==> config.mk <==
export PLATFORM = sky130hd
export DESIGN_NAME = mem_port_arbiter_flat
export DESIGN_NICKNAME = d
export VERILOG_FILES = /design/src/rtl/mem_port_arbiter_if.sv /design/src/rtl/mem_port_arbiter.sv /design/src/flat_wrapper.sv
export SDC_FILE = /design/constraint.sdc
export NUM_CORES = 1
export LEC_CHECK = 0
export BUFFER_PORTS_ARGS = -buffer_cell sky130_fd_sc_hd__buf_4
export CORE_ASPECT_RATIO = 2
export CORE_UTILIZATION = 40
export CTS_CLUSTER_DIAMETER = 30
export CTS_CLUSTER_SIZE = 25
export DETAILED_ROUTE_END_ITERATION = 8
export GPL_TIMING_DRIVEN = 1
export HOLD_SLACK_MARGIN = 0.08
export PLACE_DENSITY = 0.71
export SYNTH_ARGS = -nofsm -noshare
export SYNTH_HDL_FRONTEND = slang
export SYNTH_SLANG_ARGS = --single-unit
==> constraint.sdc <==
create_clock -name clk -period 4.9 [get_ports clk]
set_clock_uncertainty 0.15 [all_clocks]
set_input_delay 0.735 -clock clk [delete_from_list [all_inputs] [get_ports clk]]
set_output_delay 0.735 -clock clk [all_outputs]
set_load 0.03 [all_outputs]
==> src/rtl/mem_port_arbiter_if.sv <==
// rtl/mem_port_arbiter_if.sv - fetch/data requester and memory-side signal bundle for mem_port_arbiter
interface mem_port_arbiter_if #(
    parameter int ADDR_W = 32,
    parameter int DATA_W = 32
);
    logic              if_req;
    logic [ADDR_W-1:0] if_addr;
    logic              if_gnt;
    logic              if_rvalid;
    logic [DATA_W-1:0] if_rdata;

    logic              d_req;
    logic              d_we;
    logic              d_byte;
    logic [ADDR_W-1:0] d_addr;
    logic [DATA_W-1:0] d_wdata;
    logic              d_gnt;
    logic              d_rvalid;
    logic [DATA_W-1:0] d_rdata;

    logic              mem_req;
    logic              mem_we;
    logic              mem_byte;
    logic [ADDR_W-1:0] mem_addr;
    logic [DATA_W-1:0] mem_wdata;
    logic              mem_gnt;
    logic              mem_rvalid;
    logic [DATA_W-1:0] mem_rdata;

    // master: the arbiter itself
    modport master (
        input  if_req, if_addr,
        output if_gnt, if_rvalid, if_rdata,
        input  d_req, d_we, d_byte, d_addr, d_wdata,
        output d_gnt, d_rvalid, d_rdata,
        output mem_req, mem_we, mem_byte, mem_addr, mem_wdata,
        input  mem_gnt, mem_rvalid, mem_rdata
    );

    // slave: requesters and memory around the arbiter
    modport slave (
        output if_req, if_addr,
        input  if_gnt, if_rvalid, if_rdata,
        output d_req, d_we, d_byte, d_addr, d_wdata,
        input  d_gnt, d_rvalid, d_rdata,
        input  mem_req, mem_we, mem_byte, mem_addr, mem_wdata,
        output mem_gnt, mem_rvalid, mem_rdata
    );
endinterface

==> src/rtl/mem_port_arbiter.sv <==
// rtl/mem_port_arbiter.sv - single-port memory arbiter for fetch and data requesters; optional MEM_ARB_ANTISTARVE_EN
module mem_port_arbiter #(
    parameter int ADDR_W     = 32,
    parameter int DATA_W     = 32,
    parameter int STARVE_MAX = 4
) (
    input  logic                clk,
    input  logic                rst_n,
    mem_port_arbiter_if.master  bus,
    output logic                busy,
    output logic                proto_err
);

    typedef enum logic [1:0] {
        S_IDLE = 2'd0,
        S_REQ  = 2'd1,
        S_RESP = 2'd2
    } state_t;

    state_t            state_q, state_d;
    logic              owner_q, owner_d;
    logic              we_q, we_d;
    logic              byte_q, byte_d;
    logic [ADDR_W-1:0] addr_q, addr_d;
    logic [DATA_W-1:0] wdata_q, wdata_d;
    logic              if_rvalid_q, if_rvalid_d;
    logic              d_rvalid_q, d_rvalid_d;
    logic [DATA_W-1:0] if_rdata_q, if_rdata_d;
    logic [DATA_W-1:0] d_rdata_q, d_rdata_d;
    logic              perr_q, perr_d;
    logic              if_pend_q, if_pend_d;
    logic              d_pend_q, d_pend_d;

    logic              arb_idle;
    logic              grant_d;
    logic              grant_if;
    logic              starve_hit;

    // Grants are combinational so the winner sees gnt in the same cycle it is chosen;
    // gating with rst_n keeps them low while reset is asserted.
    assign arb_idle = (state_q == S_IDLE) && rst_n;
    assign grant_d  = arb_idle && bus.d_req && !(bus.if_req && starve_hit);
    assign grant_if = arb_idle && bus.if_req && !grant_d;

`ifdef MEM_ARB_ANTISTARVE_EN
    localparam int CW = $clog2(STARVE_MAX + 1);

    logic [CW-1:0] starve_q, starve_d;

    assign starve_hit = (starve_q >= CW'(STARVE_MAX));

    always_comb begin
        starve_d = starve_q;
        if (grant_if) begin
            starve_d = '0;
        end else if (grant_d && bus.if_req && (starve_q < CW'(STARVE_MAX))) begin
            starve_d = starve_q + CW'(1);
        end
    end

    always_ff @(posedge clk or negedge rst_n) begin
        if (!rst_n) begin
            starve_q <= '0;
        end else begin
            starve_q <= starve_d;
        end
    end
`else
    // strict data priority: fetch is never forced ahead
    assign starve_hit = (STARVE_MAX < 0);
`endif

    always_comb begin
        state_d     = state_q;
        owner_d     = owner_q;
        we_d        = we_q;
        byte_d      = byte_q;
        addr_d      = addr_q;
        wdata_d     = wdata_q;
        if_rvalid_d = 1'b0;
        d_rvalid_d  = 1'b0;
        if_rdata_d  = if_rdata_q;
        d_rdata_d   = d_rdata_q;
        perr_d      = perr_q;

        case (state_q)
            S_IDLE: begin
                if (grant_d) begin
                    owner_d = 1'b1;
                    we_d    = bus.d_we;
                    byte_d  = bus.d_byte;
                    addr_d  = bus.d_addr;
                    wdata_d = bus.d_wdata;
                    state_d = S_REQ;
                end else if (grant_if) begin
                    owner_d = 1'b0;
                    we_d    = 1'b0;
                    byte_d  = 1'b0;
                    addr_d  = bus.if_addr;
                    wdata_d = '0;
                    state_d = S_REQ;
                end
            end
            S_REQ: begin
                if (bus.mem_gnt) begin
                    if (we_q) begin
                        d_rvalid_d = 1'b1;
                        d_rdata_d  = '0;
                        state_d    = S_IDLE;
                    end else begin
                        state_d = S_RESP;
                    end
                end
            end
            S_RESP: begin
                if (bus.mem_rvalid) begin
                    if (owner_q) begin
                        d_rvalid_d = 1'b1;
                        d_rdata_d  = bus.mem_rdata;
                    end else begin
                        if_rvalid_d = 1'b1;
                        if_rdata_d  = bus.mem_rdata;
                    end
                    state_d = S_IDLE;
                end
            end
            default: begin
                state_d = S_IDLE;
            end
        endcase

        // Violations only raise the sticky flag; the FSM ignores the offending event.
        if (bus.mem_rvalid && (state_q != S_RESP)) begin
            perr_d = 1'b1;
        end
        if (bus.mem_gnt && (state_q != S_REQ)) begin
            perr_d = 1'b1;
        end
        if ((if_pend_q && !bus.if_req) || (d_pend_q && !bus.d_req)) begin
            perr_d = 1'b1;
        end
    end

    // A requester is pending from the cycle it asks without winning until it is granted.
    assign if_pend_d = bus.if_req && !grant_if;
    assign d_pend_d  = bus.d_req && !grant_d;

    always_ff @(posedge clk or negedge rst_n) begin
        if (!rst_n) begin
            state_q     <= S_IDLE;
            owner_q     <= 1'b0;
            we_q        <= 1'b0;
            byte_q      <= 1'b0;
            addr_q      <= '0;
            wdata_q     <= '0;
            if_rvalid_q <= 1'b0;
            d_rvalid_q  <= 1'b0;
            if_rdata_q  <= '0;
            d_rdata_q   <= '0;
            perr_q      <= 1'b0;
            if_pend_q   <= 1'b0;
            d_pend_q    <= 1'b0;
        end else begin
            state_q     <= state_d;
            owner_q     <= owner_d;
            we_q        <= we_d;
            byte_q      <= byte_d;
            addr_q      <= addr_d;
            wdata_q     <= wdata_d;
            if_rvalid_q <= if_rvalid_d;
            d_rvalid_q  <= d_rvalid_d;
            if_rdata_q  <= if_rdata_d;
            d_rdata_q   <= d_rdata_d;
            perr_q      <= perr_d;
            if_pend_q   <= if_pend_d;
            d_pend_q    <= d_pend_d;
        end
    end

    assign bus.if_gnt    = grant_if;
    assign bus.d_gnt     = grant_d;
    assign bus.if_rvalid = if_rvalid_q;
    assign bus.if_rdata  = if_rdata_q;
    assign bus.d_rvalid  = d_rvalid_q;
    assign bus.d_rdata   = d_rdata_q;

    // The memory side is driven from registers only, so it cannot glitch while waiting for mem_gnt.
    assign bus.mem_req   = (state_q == S_REQ);
    assign bus.mem_we    = we_q;
    assign bus.mem_byte  = byte_q;
    assign bus.mem_addr  = addr_q;
    assign bus.mem_wdata = wdata_q;

    assign busy      = (state_q != S_IDLE);
    assign proto_err = perr_q;

endmodule

==> src/flat_wrapper.sv <==
// flat-port wrapper written by rule: the top's interface ports become plain ports
module mem_port_arbiter_flat 
#(
    parameter int ADDR_W     = 32,
    parameter int DATA_W     = 32,
    parameter int STARVE_MAX = 4
)
  (clk, rst_n, busy, proto_err, bus_if_req, bus_if_addr, bus_if_gnt, bus_if_rvalid, bus_if_rdata, bus_d_req, bus_d_we, bus_d_byte, bus_d_addr, bus_d_wdata, bus_d_gnt, bus_d_rvalid, bus_d_rdata, bus_mem_req, bus_mem_we, bus_mem_byte, bus_mem_addr, bus_mem_wdata, bus_mem_gnt, bus_mem_rvalid, bus_mem_rdata);
  mem_port_arbiter_if #(.ADDR_W(ADDR_W), .DATA_W(DATA_W)) bus_i ();
  input  logic clk;
  input  logic rst_n;
  output logic busy;
  output logic proto_err;
  input wire logic [$bits(bus_i.if_req)-1:0] bus_if_req;
  input wire logic [$bits(bus_i.if_addr)-1:0] bus_if_addr;
  output wire logic [$bits(bus_i.if_gnt)-1:0] bus_if_gnt;
  output wire logic [$bits(bus_i.if_rvalid)-1:0] bus_if_rvalid;
  output wire logic [$bits(bus_i.if_rdata)-1:0] bus_if_rdata;
  input wire logic [$bits(bus_i.d_req)-1:0] bus_d_req;
  input wire logic [$bits(bus_i.d_we)-1:0] bus_d_we;
  input wire logic [$bits(bus_i.d_byte)-1:0] bus_d_byte;
  input wire logic [$bits(bus_i.d_addr)-1:0] bus_d_addr;
  input wire logic [$bits(bus_i.d_wdata)-1:0] bus_d_wdata;
  output wire logic [$bits(bus_i.d_gnt)-1:0] bus_d_gnt;
  output wire logic [$bits(bus_i.d_rvalid)-1:0] bus_d_rvalid;
  output wire logic [$bits(bus_i.d_rdata)-1:0] bus_d_rdata;
  output wire logic [$bits(bus_i.mem_req)-1:0] bus_mem_req;
  output wire logic [$bits(bus_i.mem_we)-1:0] bus_mem_we;
  output wire logic [$bits(bus_i.mem_byte)-1:0] bus_mem_byte;
  output wire logic [$bits(bus_i.mem_addr)-1:0] bus_mem_addr;
  output wire logic [$bits(bus_i.mem_wdata)-1:0] bus_mem_wdata;
  input wire logic [$bits(bus_i.mem_gnt)-1:0] bus_mem_gnt;
  input wire logic [$bits(bus_i.mem_rvalid)-1:0] bus_mem_rvalid;
  input wire logic [$bits(bus_i.mem_rdata)-1:0] bus_mem_rdata;
  assign bus_i.if_req = bus_if_req;
  assign bus_i.if_addr = bus_if_addr;
  assign bus_if_gnt = bus_i.if_gnt;
  assign bus_if_rvalid = bus_i.if_rvalid;
  assign bus_if_rdata = bus_i.if_rdata;
  assign bus_i.d_req = bus_d_req;
  assign bus_i.d_we = bus_d_we;
  assign bus_i.d_byte = bus_d_byte;
  assign bus_i.d_addr = bus_d_addr;
  assign bus_i.d_wdata = bus_d_wdata;
  assign bus_d_gnt = bus_i.d_gnt;
  assign bus_d_rvalid = bus_i.d_rvalid;
  assign bus_d_rdata = bus_i.d_rdata;
  assign bus_mem_req = bus_i.mem_req;
  assign bus_mem_we = bus_i.mem_we;
  assign bus_mem_byte = bus_i.mem_byte;
  assign bus_mem_addr = bus_i.mem_addr;
  assign bus_mem_wdata = bus_i.mem_wdata;
  assign bus_i.mem_gnt = bus_mem_gnt;
  assign bus_i.mem_rvalid = bus_mem_rvalid;
  assign bus_i.mem_rdata = bus_mem_rdata;
  mem_port_arbiter #(.ADDR_W(ADDR_W), .DATA_W(DATA_W), .STARVE_MAX(STARVE_MAX)) u_core (.clk(clk), .rst_n(rst_n), .bus(bus_i), .busy(busy), .proto_err(proto_err));
endmodule
# Yosys cells after proc, flatten, opt, wreduce, memory -nomap -nowiden
# Index checks and enable logic that the tools add are counted.
[op_classes]
mux = 30
bitwise_logic = 1
reduce_logical = 24
n_eq_ne = 9
[op_table]
columns = ["cell", "n"]
rows = [
  ["2-to-1 mux 32 bit", 8],
  ["case mux 32 bit (2 select lines)", 1],
  ["2-to-1 mux 1 bit", 14],
  ["logical AND 1 bit", 10],
  ["2-to-1 mux 2 bit", 5],
  ["inequality test 2 x 1 -> 1 bit, second input constant", 4],
  ["case mux 2 bit (3 select lines)", 1],
  ["AND reduction 3 bit", 2],
  ["nonzero test 2 bit", 3],
  ["AND reduction 5 bit", 1],
  ["zero test 1 bit", 4],
  ["inequality test 2 bit, second input constant", 2],
  ["inequality test 3 x 1 -> 1 bit, second input constant", 1],
  ["nonzero test 3 bit", 1],
  ["== test 2 x 1 -> 1 bit, second input constant", 1],
  ["== test 2 bit, second input constant", 1],
  ["zero test 2 bit", 1],
  ["case mux 1 bit (2 select lines)", 1],
  ["AND reduction 2 bit", 1],
  ["logical OR 1 bit", 1],
  ["inverter 1 bit", 1],
]
[totals]
inputBits = 136
register_bits = 138
out_inout_bits = 137

# Logic depth before layout (Yosys ltp)
# Gate-level depths: netlist of the first run.
[depth]
ltp_word = 8
mapped_depth = 9
mapped_depth_nobuf = 6

# Least setup slack after synthesis of the first run
# OpenSTA, ideal clock, no wires.
[synth_path]
path_kind = "input port to output port"
startpoint = "in rst_n"
endpoint = "out bus_d_gnt"
required_time_ns = 4.015
arrival_ns = 1.436
n_path_buf = 2
cell_stages = 4
path_slack_ns = 2.579
cell_sequence = "nand2_1 > nor2_1 > buf_4 > buf_2"
[synth_via]
elab_chain_cells = 2
[synth_lines]
columns = ["element", "line_no", "rtl"]
rows = [
  ["start, declared", "flat_wrapper.sv:11", "input logic rst_n;"],
  ["logical AND 1 bit", "mem_port_arbiter.sv:41", "assign arb_idle = (state_q == S_IDLE) && rst_n;"],
  ["logical AND 1 bit", "mem_port_arbiter.sv:42", "assign grant_d = arb_idle && bus.d_req && !(bus.if_req && starve_hit);"],
  ["end, declared", "flat_wrapper.sv:24", "output wire logic [$bits(bus_i.d_gnt)-1:0] bus_d_gnt;"],
]
# No other way between the ends.

# Worst setup path after layout of the first run
[layout_path]
startpoint = "reg u_core.state_q[0]"
endpoint = "reg u_core.d_rdata_q[10] (netlist: u_core.bus.d_rdata[10])"
[layout_via]
elab_chain_cells = 3
word_cells_on_any_way = 9
cone_classes = "6 x eq/ne; 1 x mux; 2 x reduce/logical"
[layout_lines]
columns = ["element", "line_no", "rtl"]
rows = [
  ["start, declared", "mem_port_arbiter.sv:20", "state_t state_q, state_d;"],
  ["start signal, assigned", "mem_port_arbiter.sv:164", "state_q <= state_d;"],
  ["== test 2 bit / == test 2 x 1 -> 1 bit (equally long branches)", "mem_port_arbiter.sv:86", "case (state_q)"],
  ["inequality test 2 x 1 -> 1 bit (no source line) (tied with other cells)", "-", ""],
  ["AND reduction 5 bit (no source line)", "-", ""],
  ["end signal, assigned", "mem_port_arbiter.sv:173", "d_rdata_q <= d_rdata_d;"],
  ["end, declared", "mem_port_arbiter.sv:29", "logic [DATA_W-1:0] d_rdata_q, d_rdata_d;"],
]
# Parallel ways exist; a longest one is shown, timed or not.
# A chain may end at the register's enable or synchronous reset.

==> metrics, run 1 <==
CTS tree done; die area 14,700 um2; DRC Markers 0; number of H-tree levels 4; width of the die 86.3 um; Max stage delay on crit path 0.78 ns; core area 13,900 um2; initial antenna violation count 0; critical path, cell by cell inv_1 > ha_1 > buf_4 > clkinv_2 > o22ai_4 > a211o_2 > mux2i_1; Static Leak 4.35 nW; total negative slack 0 ns; compound-gate portion of the synthesized area 0.0978; Fillers 1,188; port bufs 272; simple-gate area share of the yosys netlist 0.0529; n_diodes 0; Synth Cell Area 5680 um2; Synth Area in Adders 0.00661; leading area contributor after synthesis dfrtp_1; CP startpoint kind register; number of vias per cell 4.81; initial core utilization 0.409; Mapped Cells 461; fmax 0.335 GHz; # setup viols final 0; Post CTS Setup Buffer Count 0; nets 869; crit share post-route 0.610; clk root buf clkbuf_16; Peak VDD IR 0.000344 V; total wire length 15,000 um; vias 4,480; GPL Wtd Cong 0.859; net count after synthesis 600; Crit path arrival time 3.16 ns; worst skew pair latency 0.41 ns; RSZ-0062 raised after global routing no; hold_buf cts 0; first-pass GRT wire length 22,900 um; vias in the first global route 4,670; Post-synth EDFFs 0; CTS Buf Count 17; layout cells sized above 1 0.468; Avg Inst Size Synth 12.3 um2; CP Max Fanout 32; Cell Pwr Density 742 nW/um2; Resized Gates After CTS 0; fin cells 932; DRT iter0 DRCs 164; Yosys warnings 0; type of the most critical hold path input port to async pin; Largest delay share family, worst path compound AO/OA/AOI/OAI gates; number of I/O pins 273; final core occ 0.605; Clock transition at path regs 0.07 ns; commonest cells after routing, fill and taps aside buf_4 (277), dfrtp_1 (138), nand2_1 (67); Unique masters post-synth 30; relative slew slack 0.353; Remaining Overflow, GRT 0; Max Cap Viol 0; largest family of logic cells by synthesized area multiplexers; standard-cell row count 61; post-synthesis sequential area ratio 0.608; post-route ant nets 0; mux contribution to synthesized area 0.176; dpl cells 900; HPWL after detailed placement 10,900 um; Critical Path Sink Type register; ys async rst share 1.00; slowest CP cell a211o_2; Die Y 171 um; most used flip-flop cell after synthesis dfrtp_1; DP Area 7850 um2; reg2reg setup slack 1.91 ns; Final Hold Fails 0; Layout area overhead 48.0%; XOR/XNOR Fraction of Synth Area 0; Final min period 2.99 ns; Final Max Tran Viols 0; WP data required 5.07 ns; most common cell after layout, fill and taps aside buf_4; outcome complete, no violations; CTS Sinks 138; post-synth top area share 0.608; clk buf depth 2; Overall Global Routing Usage 0.204; WL/cell 16.1 um; CP Class register to register; WP buf/inv 3; cell area after layout 8410 um2; drt first pass iters 4; largest net degree at the start of global routing 99; top cells by area, synth dfrtp_1 (61%), mux2i_1 (11%), mux2_2 (6.3%); Worst-Margin Slew 0.970 ns; Yosys reg bits 138
## cells by family (layout without fill, tap and decap cells)
family	count (synthesis)	count (layout)
AOI/OAI and AO/OA	78	78
adders and majority gates	3	3
buffers and inverters	69	351
DFF	138	138
muxes	96	96
and+or+nand+nor	77	77
## cells in the mapped netlist, types with 2 or more instances
| library cell | instances |
|---|---|
| dfrtp_1 | 138 |
| nand2_1 | 67 |
| mux2i_1 | 64 |
| inv_1 | 39 |
| a22o_1 | 34 |
| mux2_2 | 32 |
| o21ai_0 | 19 |
| o21ai_1 | 13 |
| buf_2 | 10 |
| clkbuf_1 | 10 |
| a21oi_1 | 4 |
| nor2_1 | 4 |
| buf_4 | 3 |
| buf_8 | 3 |
| ha_1 | 3 |
| nand3_1 | 3 |
| buf_6 | 2 |
## power breakdown
part	internal (mW)	switching, mW
Combinational	1.20	1.85
Clock	0.679	0.526
Sequential	1.67	0.315
Total	3.55	2.69
## path summary, 6_finish.rpt
check,start,endpoint,cells past startpoint
setup / recovery,u_core.state_q[0]$_DFFE_PN0P_,u_core.bus.d_rdata[10]$_DFFE_PN0P_,7
hold / removal,rst_n,u_core.bus.d_rdata[23]$_DFFE_PN0P_,1
setup reg to reg,u_core.state_q[0]$_DFFE_PN0P_,u_core.bus.d_rdata[10]$_DFFE_PN0P_,7
hold reg to reg,u_core.d_pend_q$_DFF_PN0_,u_core.proto_err$_DFFE_PN0P_,2
max in group asynchronous,rst_n,u_core.bus.mem_wdata[4]$_DFFE_PN0P_,2
min in group clk,u_core.d_pend_q$_DFF_PN0_,u_core.proto_err$_DFFE_PN0P_,2
## per-stage QoR
step	worst slack (ns)	hold WS, ns	total power, mW
after detailed placement	1.75	0.317	5.08
after floorplan	2.58	0.287	3.90
after global routing	1.72	0.177	6.55
after CTS	1.86	0.153	6.30
final	1.91	0.140	6.24
after global placement	1.86	0.295	5.00
## per-layer routing
metal / routed length [um] / GRT usage / vias to the layer above
li1: - / - / 2110
met1: 5610 / 0.225 / 2167
met2: 8150 / 0.364 / 176
met3: 842 / 0.0535 / 27
met4: 420 / 0.0899 / 0
met5: 0 / 0 / -
## final cells by class
type,count,area (um2),share of cell area
clock inverter,14,124,0.0147
inverter,41,155,0.0184
multi-input combinational,254,1910,0.227
tap,189,236,0.0281
clock buffer,18,439,0.0522
sequential,138,3450,0.411
timing repair buffer,278,2090,0.249
## sequential cells by signal, indices dropped and copies added, names as in the netlist
signal                flops
u_core.bus.if_rdata      32
u_core.proto_err          1
u_core.bus.mem_we         1
u_core.bus.mem_addr      32
u_core.bus.if_rvalid      1
u_core.bus.mem_byte       1
u_core.owner_q            1
u_core.bus.mem_wdata     32
u_core.d_pend_q           1
u_core.bus.d_rdata       32
u_core.bus.d_rvalid       1
u_core.if_pend_q          1
u_core.state_q            2
Power figures use the tool's default switching activity.
==> run 2, diff against run 1 <==
--- a/config.mk
+++ b/config.mk
@@ -5,6 +5,7 @@
 export SDC_FILE = /design/constraint.sdc
 export NUM_CORES = 1
 export LEC_CHECK = 0
+export ABC_AREA = 1
 export BUFFER_PORTS_ARGS = -buffer_cell sky130_fd_sc_hd__buf_4
 export CORE_ASPECT_RATIO = 2
 export CORE_UTILIZATION = 40
@@ -13,7 +14,7 @@
 export DETAILED_ROUTE_END_ITERATION = 8
 export GPL_TIMING_DRIVEN = 1
 export HOLD_SLACK_MARGIN = 0.08
-export PLACE_DENSITY = 0.71
+export PLACE_DENSITY = 0.73
 export SYNTH_ARGS = -nofsm -noshare
 export SYNTH_HDL_FRONTEND = slang
 export SYNTH_SLANG_ARGS = --single-unit
==> constraint.sdc (replaced) <==
create_clock -name clk -period 2.7 [get_ports clk]
set_clock_uncertainty 0.15 [all_clocks]
set_input_delay 0.405 -clock clk [delete_from_list [all_inputs] [get_ports clk]]
set_output_delay 0.405 -clock clk [all_outputs]
set_load 0.03 [all_outputs]
==> run 2 against run 1 <==
Critical path depth is 2 lower. Die area is 6.1% higher. Hold slack worse by 0.046 ns. Critical endpoint is now bus_d_gnt. Final cell count is 41% higher. Setup slack worse by 1.7 ns. Flip-flop and latch count stayed put. Register-to-register slack worse by 1.3 ns. Sequential power is 78% higher. Global-route usage is 3.8 points higher. Largest cell class unchanged. Combinational power is 86% higher. Utilization is 4.6 points higher.
==> metrics, run 2 <==
Unique masters post-synth 21; number of I/O pins 273; fin cells 1,316; Cell Pwr Density 1230 nW/um2; Clock transition at path regs 0.06 ns; Post-synth top cells nand2_1 (403), dfrtp_1 (138), inv_1 (74); Setup WS pre-CTS 0.613 ns; Yosys reg bits 138; Remaining Overflow, GRT 0; crit share post-route 0.915; vias in the first global route 6,001; n_diodes 0; Overall Global Routing Usage 0.242; routed wl met3 805 um; Peak VDD IR 0.000592 V; GPL Wtd Cong 0.826; net count after synthesis 912; Yosys warnings 0; initial core utilization 0.409; Critical Path Sink Type primary output; Avg Inst Size Synth 7.80 um2; PnR worst setup slack 0.228 ns; critical path, cell by cell dlygate4sd3_1 > buf_6 > nand3_2 > clkinv_1 > buf_4; Reg2Reg Capture Point u_core.bus.mem_addr[23]$_DFFE_PN0P_; post-route ant nets 0; first-pass GRT wire length 28,500 um; post-synthesis sequential area ratio 0.572; core area 14,700 um2; total negative slack 0 ns; relative slew slack 0.609; standard-cell row count 63; RSZ-0062 raised after global routing no; # setup viols final 0; Post-synth EDFFs 0; worst r2r path cells 8; commonest cells after routing, fill and taps aside nand2_1 (403), buf_4 (283), dfrtp_1 (138); fmax 0.405 GHz; most numerous cell in the Yosys netlist nand2_1; post-synth top area share 0.572; most used flip-flop cell after synthesis dfrtp_1; CP startpoint kind input port; clk root buf clkbuf_16; Static Leak 5.65 nW; Layout area overhead 59.3%; Die Y 176 um; CTS Buf Count 17; slowest CP cell dlygate4sd3_1; Final min period 2.47 ns; type of the most critical hold path input port to register; ys async rst share 1.00; top cells by area, synth dfrtp_1 (57%), nand2_1 (25%), inv_1 (4.6%); width of the die 88.8 um; WP data required 2.14 ns; CTS tree done; CP Max Fanout 31; WP buf/inv 4; total wire length 18,400 um; number of H-tree levels 4; nets 1,248; port bufs 272; RR Startpoint u_core.state_q[0]$_DFFE_PN0P_; leading area contributor after synthesis dfrtp_1; DR top layer met4; CP Class input port to primary output; Post CTS Setup Buffer Count 0; most common cell after layout, fill and taps aside nand2_1; Crit path arrival time 1.92 ns; Worst-Margin Slew 0.586 ns; reg2reg setup slack 0.61 ns; layout cells sized above 1 0.286; largest net degree at the start of global routing 112; drt first pass iters 4; HPWL after detailed placement 12,300 um; met2 WL 9990 um; vias 6,054; Largest delay share family, worst path buffers and inverters; Metal-1 WL 6760 um; number of vias per cell 4.60; Mapped Cells 773; Worst Setup SP rst_n; die area 15,600 um2; DRC Markers 0; Worst path depth 5; WL/cell 14.0 um; Hold Path Origin bus_d_addr[18]; Synth Cell Area 6030 um2; Worst setup endpoint bus_d_gnt; CTS Sinks 138; Final Max Tran Viols 0; Fillers 1,192; Final Hold Fails 0; initial antenna violation count 0; outcome complete, no violations; DRT iter0 DRCs 219; dpl cells 1,214; clk buf depth 2; worst skew pair latency 0.42 ns; Max Cap Viol 0; Max stage delay on crit path 0.57 ns; final core occ 0.652
run 2: worst min-delay path, delay by kind of cell:
kind                   cells  cell delay, ns
buffers and inverters      1            0.08
AOI/OAI and AO/OA          1            0.11
and+or+nand+nor            1            0.03
run 2: per-layer routing:
layer  global-route usage  vias to the layer above
met5                    0                        -
met3               0.0559                       48
met2                0.438                      220
li1                     -                     2980
met4                0.128                        0
met1                0.250                     2806
run 2: kinds of logic (layout without fill, tap and decap cells):
group / count (synthesis) / in the layout / synth area share
AO/OA/AOI/OAI: 36 / 36 / 0.0309
adder cells (fa/ha/maj): 3 / 3 / 0.00622
buffers and inverters: 116 / 464 / 0.0815
flip-flops: 138 / 138 / 0.572
AND/OR/NAND/NOR: 480 / 480 / 0.309
run 2: per-stage QoR:
step                      hold WS [ns]  power (mW)  instance area [um2]
after floorplan                -0.0406        6.89                 6030
after global placement           0.153        9.05                 8230
after detailed placement         0.154        9.14                 8230
after CTS                       0.0800        11.9                 9610
after global routing            0.0877        12.5                 9610
final                           0.0937        11.8                 9610
run 2: worst min-delay path by stage:
stage / depth (start not counted) / endpoint
2_1_floorplan: 0 / u_core.bus.d_rdata[0]$_DFFE_PN0P_
3_3_place_gp: 1 / u_core.bus.mem_we$_DFFE_PN0P_
3_5_place_dp: 1 / u_core.bus.mem_we$_DFFE_PN0P_
4_1_cts: 3 / u_core.bus.mem_addr[18]$_DFFE_PN0P_
5_1_grt: 3 / u_core.bus.mem_addr[8]$_DFFE_PN0P_
6_report: 3 / u_core.bus.mem_addr[18]$_DFFE_PN0P_
run 2: layout make-up:
| cell class | instances | area [um2] | share of cell area |
|---|---|---|---|
| timing repair buffer | 356 | 2870 | 0.298 |
| tap | 195 | 244 | 0.0254 |
| inverter | 77 | 289 | 0.0301 |
| multi-input combinational | 519 | 2090 | 0.217 |
| sequential | 138 | 3450 | 0.359 |
| clock inverter | 10 | 188 | 0.0195 |
| clock buffer | 21 | 480 | 0.0500 |
run 2: power by group:
group          internal [mW]  switching (mW)  total [mW]
clock                   1.74           0.872        2.61
sequential              3.01           0.545        3.55
combinational           1.95            3.71        5.66
total                   6.69            5.12        11.8
run 2: what timing repair did:
item                       CTS  global route
hold buffers                71             0
setup endpoints to repair    0             0
gates resized for setup      0             0
hold endpoints to repair    97             0
